<file path="src/rtl/uart_loader.sv">
// Frame loader: parses SYNC/ADDR/CNT/DATA/CHK byte frames from a UART receiver
// and writes packed 32-bit little-endian words to RAM. core_go follows a good checksum.
module uart_loader #(
  parameter int          CLK_FREQ   = 60000000,
  parameter int          TIMEOUT_US = 1000,
  parameter logic [7:0]  SYNC_BYTE  = 8'hA5
) (
  input  logic        clk,
  input  logic        rst,
  input  logic [7:0]  rx_data,
  input  logic        rx_valid,
  output logic [12:0] ram_addres,
  output logic [31:0] data_to_mem,
  output logic        ram_we,
  output logic        busy,
  output logic        core_go,
  output logic        err
);

  localparam int TIMEOUT_CYC = (CLK_FREQ / 1000000) * TIMEOUT_US;
  localparam int GW          = (TIMEOUT_CYC > 1) ? $clog2(TIMEOUT_CYC + 1) : 1;

  typedef enum logic [2:0] {
    IDLE, ADDR_LO, ADDR_HI, CNT_LO, CNT_HI, DATA, CHECK
  } state_t;

  state_t        state;
  logic [7:0]    chk;
  logic [7:0]    addr_lo;
  logic [7:0]    cnt_lo;
  logic [12:0]   wr_addr;
  logic [15:0]   words_left;
  logic [1:0]    byte_idx;
  logic [23:0]   partial;
  logic [GW-1:0] gap_cnt;

  assign busy = (state != IDLE);

  always_ff @(posedge clk or posedge rst) begin
    if (rst) begin
      state       <= IDLE;
      chk         <= 8'h00;
      addr_lo     <= 8'h00;
      cnt_lo      <= 8'h00;
      wr_addr     <= 13'h0000;
      words_left  <= 16'h0000;
      byte_idx    <= 2'd0;
      partial     <= 24'h000000;
      gap_cnt     <= '0;
      ram_addres  <= 13'h0000;
      data_to_mem <= 32'h00000000;
      ram_we      <= 1'b0;
      core_go     <= 1'b0;
      err         <= 1'b0;
    end else begin
      ram_we  <= 1'b0;
      core_go <= 1'b0;

      if (rx_valid)
        gap_cnt <= '0;
      else if (state != IDLE)
        gap_cnt <= gap_cnt + GW'(1);

      // An arriving byte always wins over a timeout firing in the same cycle.
      if (rx_valid) begin
        case (state)
          IDLE: begin
            if (rx_data == SYNC_BYTE) begin
              state <= ADDR_LO;
              err   <= 1'b0;
              chk   <= 8'h00;
            end
          end
          ADDR_LO: begin
            addr_lo <= rx_data;
            chk     <= chk ^ rx_data;
            state   <= ADDR_HI;
          end
          ADDR_HI: begin
            wr_addr <= {rx_data[4:0], addr_lo};
            chk     <= chk ^ rx_data;
            state   <= CNT_LO;
          end
          CNT_LO: begin
            cnt_lo <= rx_data;
            chk    <= chk ^ rx_data;
            state  <= CNT_HI;
          end
          CNT_HI: begin
            words_left <= {rx_data, cnt_lo};
            byte_idx   <= 2'd0;
            chk        <= chk ^ rx_data;
            state      <= ({rx_data, cnt_lo} == 16'h0000) ? CHECK : DATA;
          end
          DATA: begin
            chk      <= chk ^ rx_data;
            byte_idx <= byte_idx + 2'd1;
            if (byte_idx == 2'd3) begin
              data_to_mem <= {rx_data, partial};
              ram_addres  <= wr_addr;
              ram_we      <= 1'b1;
              wr_addr     <= wr_addr + 13'd1;
              words_left  <= words_left - 16'd1;
              if (words_left == 16'd1)
                state <= CHECK;
            end else begin
              partial <= {rx_data, partial[23:8]};
            end
          end
          CHECK: begin
            if (rx_data == chk)
              core_go <= 1'b1;
            else
              err <= 1'b1;
            state <= IDLE;
          end
          default: state <= IDLE;
        endcase
      end else if (state != IDLE && gap_cnt == GW'(TIMEOUT_CYC - 1)) begin
        state    <= IDLE;
        err      <= 1'b1;
        byte_idx <= 2'd0;
        partial  <= 24'h000000;
        gap_cnt  <= '0;
      end
    end
  end

endmodule

</file>
<file path="config.mk">
export PLATFORM = sky130hd
export DESIGN_NAME = uart_loader
export DESIGN_NICKNAME = d
export VERILOG_FILES = /design/src/rtl/uart_loader.sv
export SDC_FILE = /design/constraint.sdc
export NUM_CORES = 1
export LEC_CHECK = 0
export BUFFER_PORTS_ARGS = -buffer_cell sky130_fd_sc_hd__clkbuf_2
export CORE_MARGIN = 3
export CORE_UTILIZATION = 40
export DETAILED_ROUTE_END_ITERATION = 10
export SYNTH_ARGS = -nofsm -noshare
export SYNTH_HDL_FRONTEND = slang
export SYNTH_SLANG_ARGS = --single-unit
export TNS_END_PERCENT = 1
</file>
<file path="constraint.sdc">
create_clock -name clk -period 4.75 [get_ports clk]
set_input_delay 0.2375 -clock clk [delete_from_list [all_inputs] [get_ports clk]]
set_output_delay 0.2375 -clock clk [all_outputs]
set_load 0.1 [all_outputs]
</file>
== After elaboration in Yosys (flattened, before gate mapping) ==
Cells that the tools add are included.

* Bits in registers: 146
* Output and inout bits: 49
* Word-level logic and storage cells: 94

* Add/sub/neg operators: 4
* Equality and inequality tests: 21
* Muxes and demuxes: 35
* Bitwise logic cells: 1
* Reduce and logical (&&, ||, !) cells: 19

{| class="wikitable"
|+ Operator list
! kind !! number
|-
| 2-to-1 mux 24 bit || 4
|-
| 2-to-1 mux 16 bit || 5
|-
| case mux 16 bit (2 select lines) || 1
|-
| case mux 13 bit (2 select lines) || 1
|-
| case mux 3 bit (6 select lines) || 1
|-
| adder 16 x 1 -> 16 bit, second input constant || 1
|-
| == test 16 x 1 -> 1 bit, second input constant || 1
|-
| == test 16 bit, second input constant || 1
|-
| zero test 16 bit || 1
|-
| case mux 8 bit (2 select lines) || 1
|-
| subtractor 16 x 1 -> 16 bit, second input constant || 1
|-
| 2-to-1 mux 3 bit || 5
|-
| AND reduction 3 bit || 5
|-
| adder 13 x 1 -> 13 bit, second input constant || 1
|-
| 2-to-1 mux 13 bit || 1
|-
| != test 3 bit, second input constant || 4
|-
| 2-to-1 mux 1 bit || 10
|-
| == test 3 bit, second input constant || 3
|-
| == test 8 bit || 1
|-
| == test 8 bit, second input constant || 1
|-
| 2-to-1 mux 8 bit || 1
|-
| AND reduction 4 bit || 2
|-
| nonzero test 2 bit || 4
|-
| bitwise XOR 8 bit || 1
|-
| other kinds (15) || 23
|}

== Depth between registers and ports, before layout ==
* Word-level depth: 5
* Mapped depth: 8

== Worst setup path after synthesis ==
OpenSTA, ideal clock, no wires.

* Path kind: flip-flop to flip-flop
* Start: register state[0]
* End: register state[1]
* Setup time: 128 ps
* Data arrival time: 1816 ps
* Required time: 4622 ps
* Path slack: 2807 ps
* Cell stages (with the launch flop): 8
* Buffers on the path: 1
* Clock period less this slack: 1943 ps
* Cell sequence: dfrtp_1 > buf_2 > nor3_2 > inv_2 > a21o_1 > nand2_1 > a21oi_2 > mux2_1

* Word-level cells in the longest chain between the ends: 4
* Elaborated cells between the ends (all ways): 15

{| class="wikitable"
|+ Ends and longest elaborated chain
! what !! RTL line !! RTL
|-
| from (decl) || 27 || <nowiki>state_t state;</nowiki>
|-
| from (signal assigned) || 93 || <nowiki>state <= ({rx_data, cnt_lo} == 16'h0000) ? CHECK : DATA;</nowiki>
|-
| nonzero test 3 bit || - ||
|-
| net busy || 15 || <nowiki>output logic busy,</nowiki>
|-
| logical AND 1 bit || 119 || <nowiki>end else if (state != IDLE && gap_cnt == GW'(TIMEOUT_CYC - 1)) begin</nowiki>
|-
| nonzero test 2 bit (no line) || - ||
|-
| AND reduction 4 bit (no line) || - ||
|}

The timed path passes the listed nets, and every way through them passes these cells.
A chain may end at the register's enable or synchronous reset.

== Final worst setup path ==
* Start: register state[2]
* End: register ram_addres[10]

* Word-level cells in the longest chain between the ends: 2

{| class="wikitable"
|+ Ends and longest elaborated chain
! what !! RTL line !! RTL
|-
| == test 3 bit || 66 || <nowiki>case (state)</nowiki>
|-
| AND reduction 3 bit (no line) || - ||
|-
| to (signal assigned) || 100 || <nowiki>ram_addres <= wr_addr;</nowiki>
|-
| to (decl) || 12 || <nowiki>output logic [12:0] ram_addres,</nowiki>
|}

No other way between the ends.

==> summary.log <==
INFO  global_routing grt_first_pass_wirelength=26450um
INFO  power          vdd_ir_drop_max=0.3298mV
INFO  worst_setup_path crit_path_max_fanout=47
INFO  sta            final_slew_violations=0
INFO  finish         final-instance-count-excl-fill=999
INFO  worst_setup_path reg2reg_depth=6
INFO  cts            tritoncts=built
INFO  yosys          synthesis.nets=740
INFO  sta            period_minus_slack=2.657ns
INFO  drt            vias=5412
INFO  yosys          synth_seq_area_share=53.03%
INFO  sta            worst_clock_skew=0.01118ns
INFO  power          power.internal=2.927mW
INFO  global_routing grt_antenna_before_repair=0
INFO  global_routing grt_max_degree=109
INFO  power          power.density_cell_area=609.7nW/um2
INFO  placement      finalWeightedCongestion=0.8071
INFO  die            initial_core_util=41.25%
INFO  power          portion_of_total_power_attributed_to_combinational_logic=30.9%
INFO  yosys          post_synth_num_cell_types=61
INFO  run            maxCapViolCount=0
INFO  cts            cts_resized=0
INFO  worst_setup_path worst_setup_path_start_kind=register
INFO  min_path       hold_class=in -> async
INFO  finish         antenna_cells=0
INFO  sta            rsz0062_at_grt=no
INFO  cts            numClockSinks=146
INFO  global_routing grt_util_all_layers=17.78%
INFO  placement      place.detailed.hpwl=10520um
INFO  yosys          synth_top_flop_cell=sky130_fd_sc_hd__dfrtp_1
INFO  yosys          post_synth.cell_area_avg=9.515um2
INFO  power          clock_power_share=29.5%
INFO  power          seqPwrFrac=39.6%
INFO  yosys          yosys_register_bits=146
INFO  cts            worstSkewPairLatency=0.43ns
INFO  global_routing grt-ovfl-total=0
INFO  placement      post-place-cells=967
INFO  finish         design.final.nets=782
INFO  worst_setup_path timing.critical_path.cells=and3b_1 > buf_4 > nand3_2 > buf_4 > inv_2 > mux2_2
INFO  die            floorplan.die_area=18830um2
INFO  placement      io_buffers=59
INFO  cts            cts_inserted_buffers=17
INFO  die            ios=60
INFO  yosys          synth-warning-count=0
INFO  sta            final_hold_viol_count=0
INFO  drt            drcViolationCount=0
INFO  cts            post_cts_buffers=0
INFO  power          switching_share=39.74%
INFO  power          total_switching_power=1.930mW
INFO  worst_setup_path worst-endpoint-arrival=2.97ns
INFO  yosys          synthesis.instances=724
INFO  drt            antenna_left=0
INFO  cts            cts_hold_buffers=0
INFO  status         outcome=finished, final reports clean
INFO  yosys          count_of_flip_flops_with_a_built_in_enable_after_synthesis=0
INFO  global_routing vias_in_the_first_global_route=5317
INFO  sta            worst_hold_slack=0.0002383ns
INFO  worst_setup_path maximum_cell_stage_delay_along_the_critical_path=0.61ns
INFO  sta            slew_headroom=36.11%
INFO  worst_setup_path critPathMostFrequentCell=sky130_fd_sc_hd__buf_4
INFO  finish         mostFrequentLayoutCells=sky130_fd_sc_hd__nand2_1 (170), sky130_fd_sc_hd__dfrtp_1 (146), sky130_fd_sc_hd__clkbuf_2 (59), sky130_fd_sc_hd__nor2_1 (48), sky130_fd_sc_hd__o21ai_0 (47)
INFO  sta            fmax=376.3MHz
INFO  cts            cts.clk_slew.worst_paths=0.06ns
INFO  worst_setup_path timing_worst_setup_path_type=reg -> reg
INFO  worst_setup_path setup.worst_path.end_class=register
INFO  worst_setup_path worstPathRequired=5.06ns
INFO  die            die_h=137.2um
INFO  sta            setup_viol=0
INFO  sta            fin_tns_setup=0ns
INFO  finish         final_layout_size_suffix_gt1_share=16.43%
INFO  drt            total_routed_length=15850um
INFO  sta            min_period_over_period=55.94%
INFO  cts            cts.path.max_buffers=2
INFO  finish         final_common_cell=sky130_fd_sc_hd__nand2_1
INFO  finish         area.growth.synth_to_final=15.64%
INFO  yosys          synthArstFlopShare=100.0%
INFO  worst_setup_path critical-path-slowest-cell=sky130_fd_sc_hd__dfrtp_1
INFO  cts            clock_tree.root_cell=sky130_fd_sc_hd__clkbuf_16
INFO  die            floorplan.core_area=16700um2
INFO  drt            firstDrtPassIters=5
INFO  cts            htreeDepth=4
INFO  power          leakagePower=3.943nW
INFO  sta            pin_slew_with_the_least_headroom_to_its_limit=0.9583ns
INFO  die            floorplan.rows=47
INFO  drt            vias_per_cell=5.417
INFO  yosys          mappedNetlistArea=6889um2
INFO  drt            wl_per_cell=15.86um
INFO  drt            drt_iter0_markers=441
INFO  die            die_width=137.2um
-- power groups by stage --
stage          sequential (mW)  combinational [mW]  clock, mW
6_report                  1.92                1.50       1.43
5_1_grt                   1.98                1.65       1.52
4_1_cts                   1.92                1.51       1.46
3_5_place_dp              1.94                1.51          0
3_3_place_gp              1.92                1.47          0
2_1_floorplan             2.18               0.926          0
-- state kept, by name, indices dropped and copies added, names as in the netlist --
register,flops
partial,24
cnt_lo,8
gap_cnt,16
ram_addres,13
chk,8
byte_idx,2
wr_addr,13
addr_lo,8
state,3
data_to_mem,32
core_go,1
ram_we,1
err,1
words_left,16
-- routing by layer --
| layer | wire, um | track usage [%] | up-vias |
|---|---|---|---|
| met5 | 0 | 0 | - |
| met4 | 252 | 6.486 | 0 |
| met2 | 7486 | 28.94 | 119 |
| li1 | - | - | 2586 |
| met1 | 7428 | 23.51 | 2685 |
| met3 | 678 | 3.725 | 22 |
-- synthesized netlist by cell type, types with 3 or more instances --
| cell | instances | area (um2) |
|---|---|---|
| sky130_fd_sc_hd__a22oi_1 | 3 | 22.52 |
| sky130_fd_sc_hd__nand2_1 | 170 | 638.1 |
| sky130_fd_sc_hd__o22a_1 | 4 | 35.03 |
| sky130_fd_sc_hd__and3_1 | 4 | 25.02 |
| sky130_fd_sc_hd__a21bo_1 | 24 | 240.2 |
| sky130_fd_sc_hd__and4_1 | 3 | 26.28 |
| sky130_fd_sc_hd__inv_1 | 7 | 26.28 |
| sky130_fd_sc_hd__nand3_1 | 44 | 220.2 |
| sky130_fd_sc_hd__nor3b_1 | 3 | 22.52 |
| sky130_fd_sc_hd__nor2_1 | 48 | 180.2 |
| sky130_fd_sc_hd__xor2_1 | 10 | 87.58 |
| sky130_fd_sc_hd__clkbuf_1 | 31 | 116.4 |
| sky130_fd_sc_hd__o21a_1 | 3 | 22.52 |
| sky130_fd_sc_hd__a31oi_1 | 4 | 25.02 |
| sky130_fd_sc_hd__mux2i_1 | 4 | 40.04 |
| sky130_fd_sc_hd__dfrtp_1 | 146 | 3654 |
| sky130_fd_sc_hd__buf_6 | 3 | 33.78 |
| sky130_fd_sc_hd__nand4_1 | 7 | 43.79 |
| sky130_fd_sc_hd__nand2b_1 | 12 | 75.07 |
| sky130_fd_sc_hd__a21oi_1 | 29 | 145.1 |
| sky130_fd_sc_hd__o22ai_1 | 4 | 25.02 |
| sky130_fd_sc_hd__or3_1 | 4 | 25.02 |
| sky130_fd_sc_hd__o21ai_0 | 47 | 235.2 |
| sky130_fd_sc_hd__a22o_1 | 3 | 26.28 |
| sky130_fd_sc_hd__buf_2 | 9 | 45.04 |
| sky130_fd_sc_hd__nor4_1 | 7 | 43.79 |
| sky130_fd_sc_hd__xnor2_1 | 13 | 113.9 |
| sky130_fd_sc_hd__ha_1 | 5 | 62.56 |
| sky130_fd_sc_hd__nor3_1 | 15 | 75.07 |
| sky130_fd_sc_hd__mux2_2 | 17 | 191.4 |
| sky130_fd_sc_hd__a32oi_1 | 3 | 26.28 |
-- worst paths after layout --
path | start | end | slack, ns
setup / recovery | state[2] | ram_addres[10] | 2.09
hold / removal | rst | ram_addres[8] | 0.0002
setup reg to reg | state[2] | ram_addres[10] | 2.09
hold reg to reg | data_to_mem[12] | data_to_mem[12] | 0.47
max in group asynchronous | rst | words_left[5] | 3.68
min in group clk | rx_data[6] | data_to_mem[30] | 0.21
-- critical path: cells and delay by family (launching register included) --
family                 cells  cell delay, ns
buffers and inverters      3            1.20
flip-flops                 1            0.61
multiplexers               1            0.41
AND/OR/NAND/NOR            2            0.33
-- final cells by class --
class	instances	area, um2
flip-flops and latches	146	3654
clock buffers	17	425.4
fillers	1587	8735
well taps	220	275.3
multi-input cells	526	3012
inverters	9	38.79
repair buffers	66	347.8
clock inverters	15	214.0
-- stage by stage --
| step | area, um2 | total power, mW | setup WS, ns | utilization, % |
|---|---|---|---|---|
| floorplan | 6889 | 3.103 | 0.5895 | - |
| global placement | 7327 | 3.389 | 2.143 | 43.87 |
| detailed placement | 7327 | 3.447 | 2.096 | 43.87 |
| CTS | 7966 | 4.894 | 2.065 | 47.70 |
| global route | 7966 | 5.150 | 1.865 | 47.70 |
| finish | 7966 | 4.857 | 2.093 | 47.70 |
-- cell families after synthesis --
group	count (synthesis)	share of synthesized area [%]
simple gates	333	22.19
flops	146	53.03
compound gates	142	13.93
buf+inv	52	3.324
xor+xnor	23	2.924
mux	23	3.687
fa+ha+maj	5	0.9081
(Power assumes the default switching activity.)
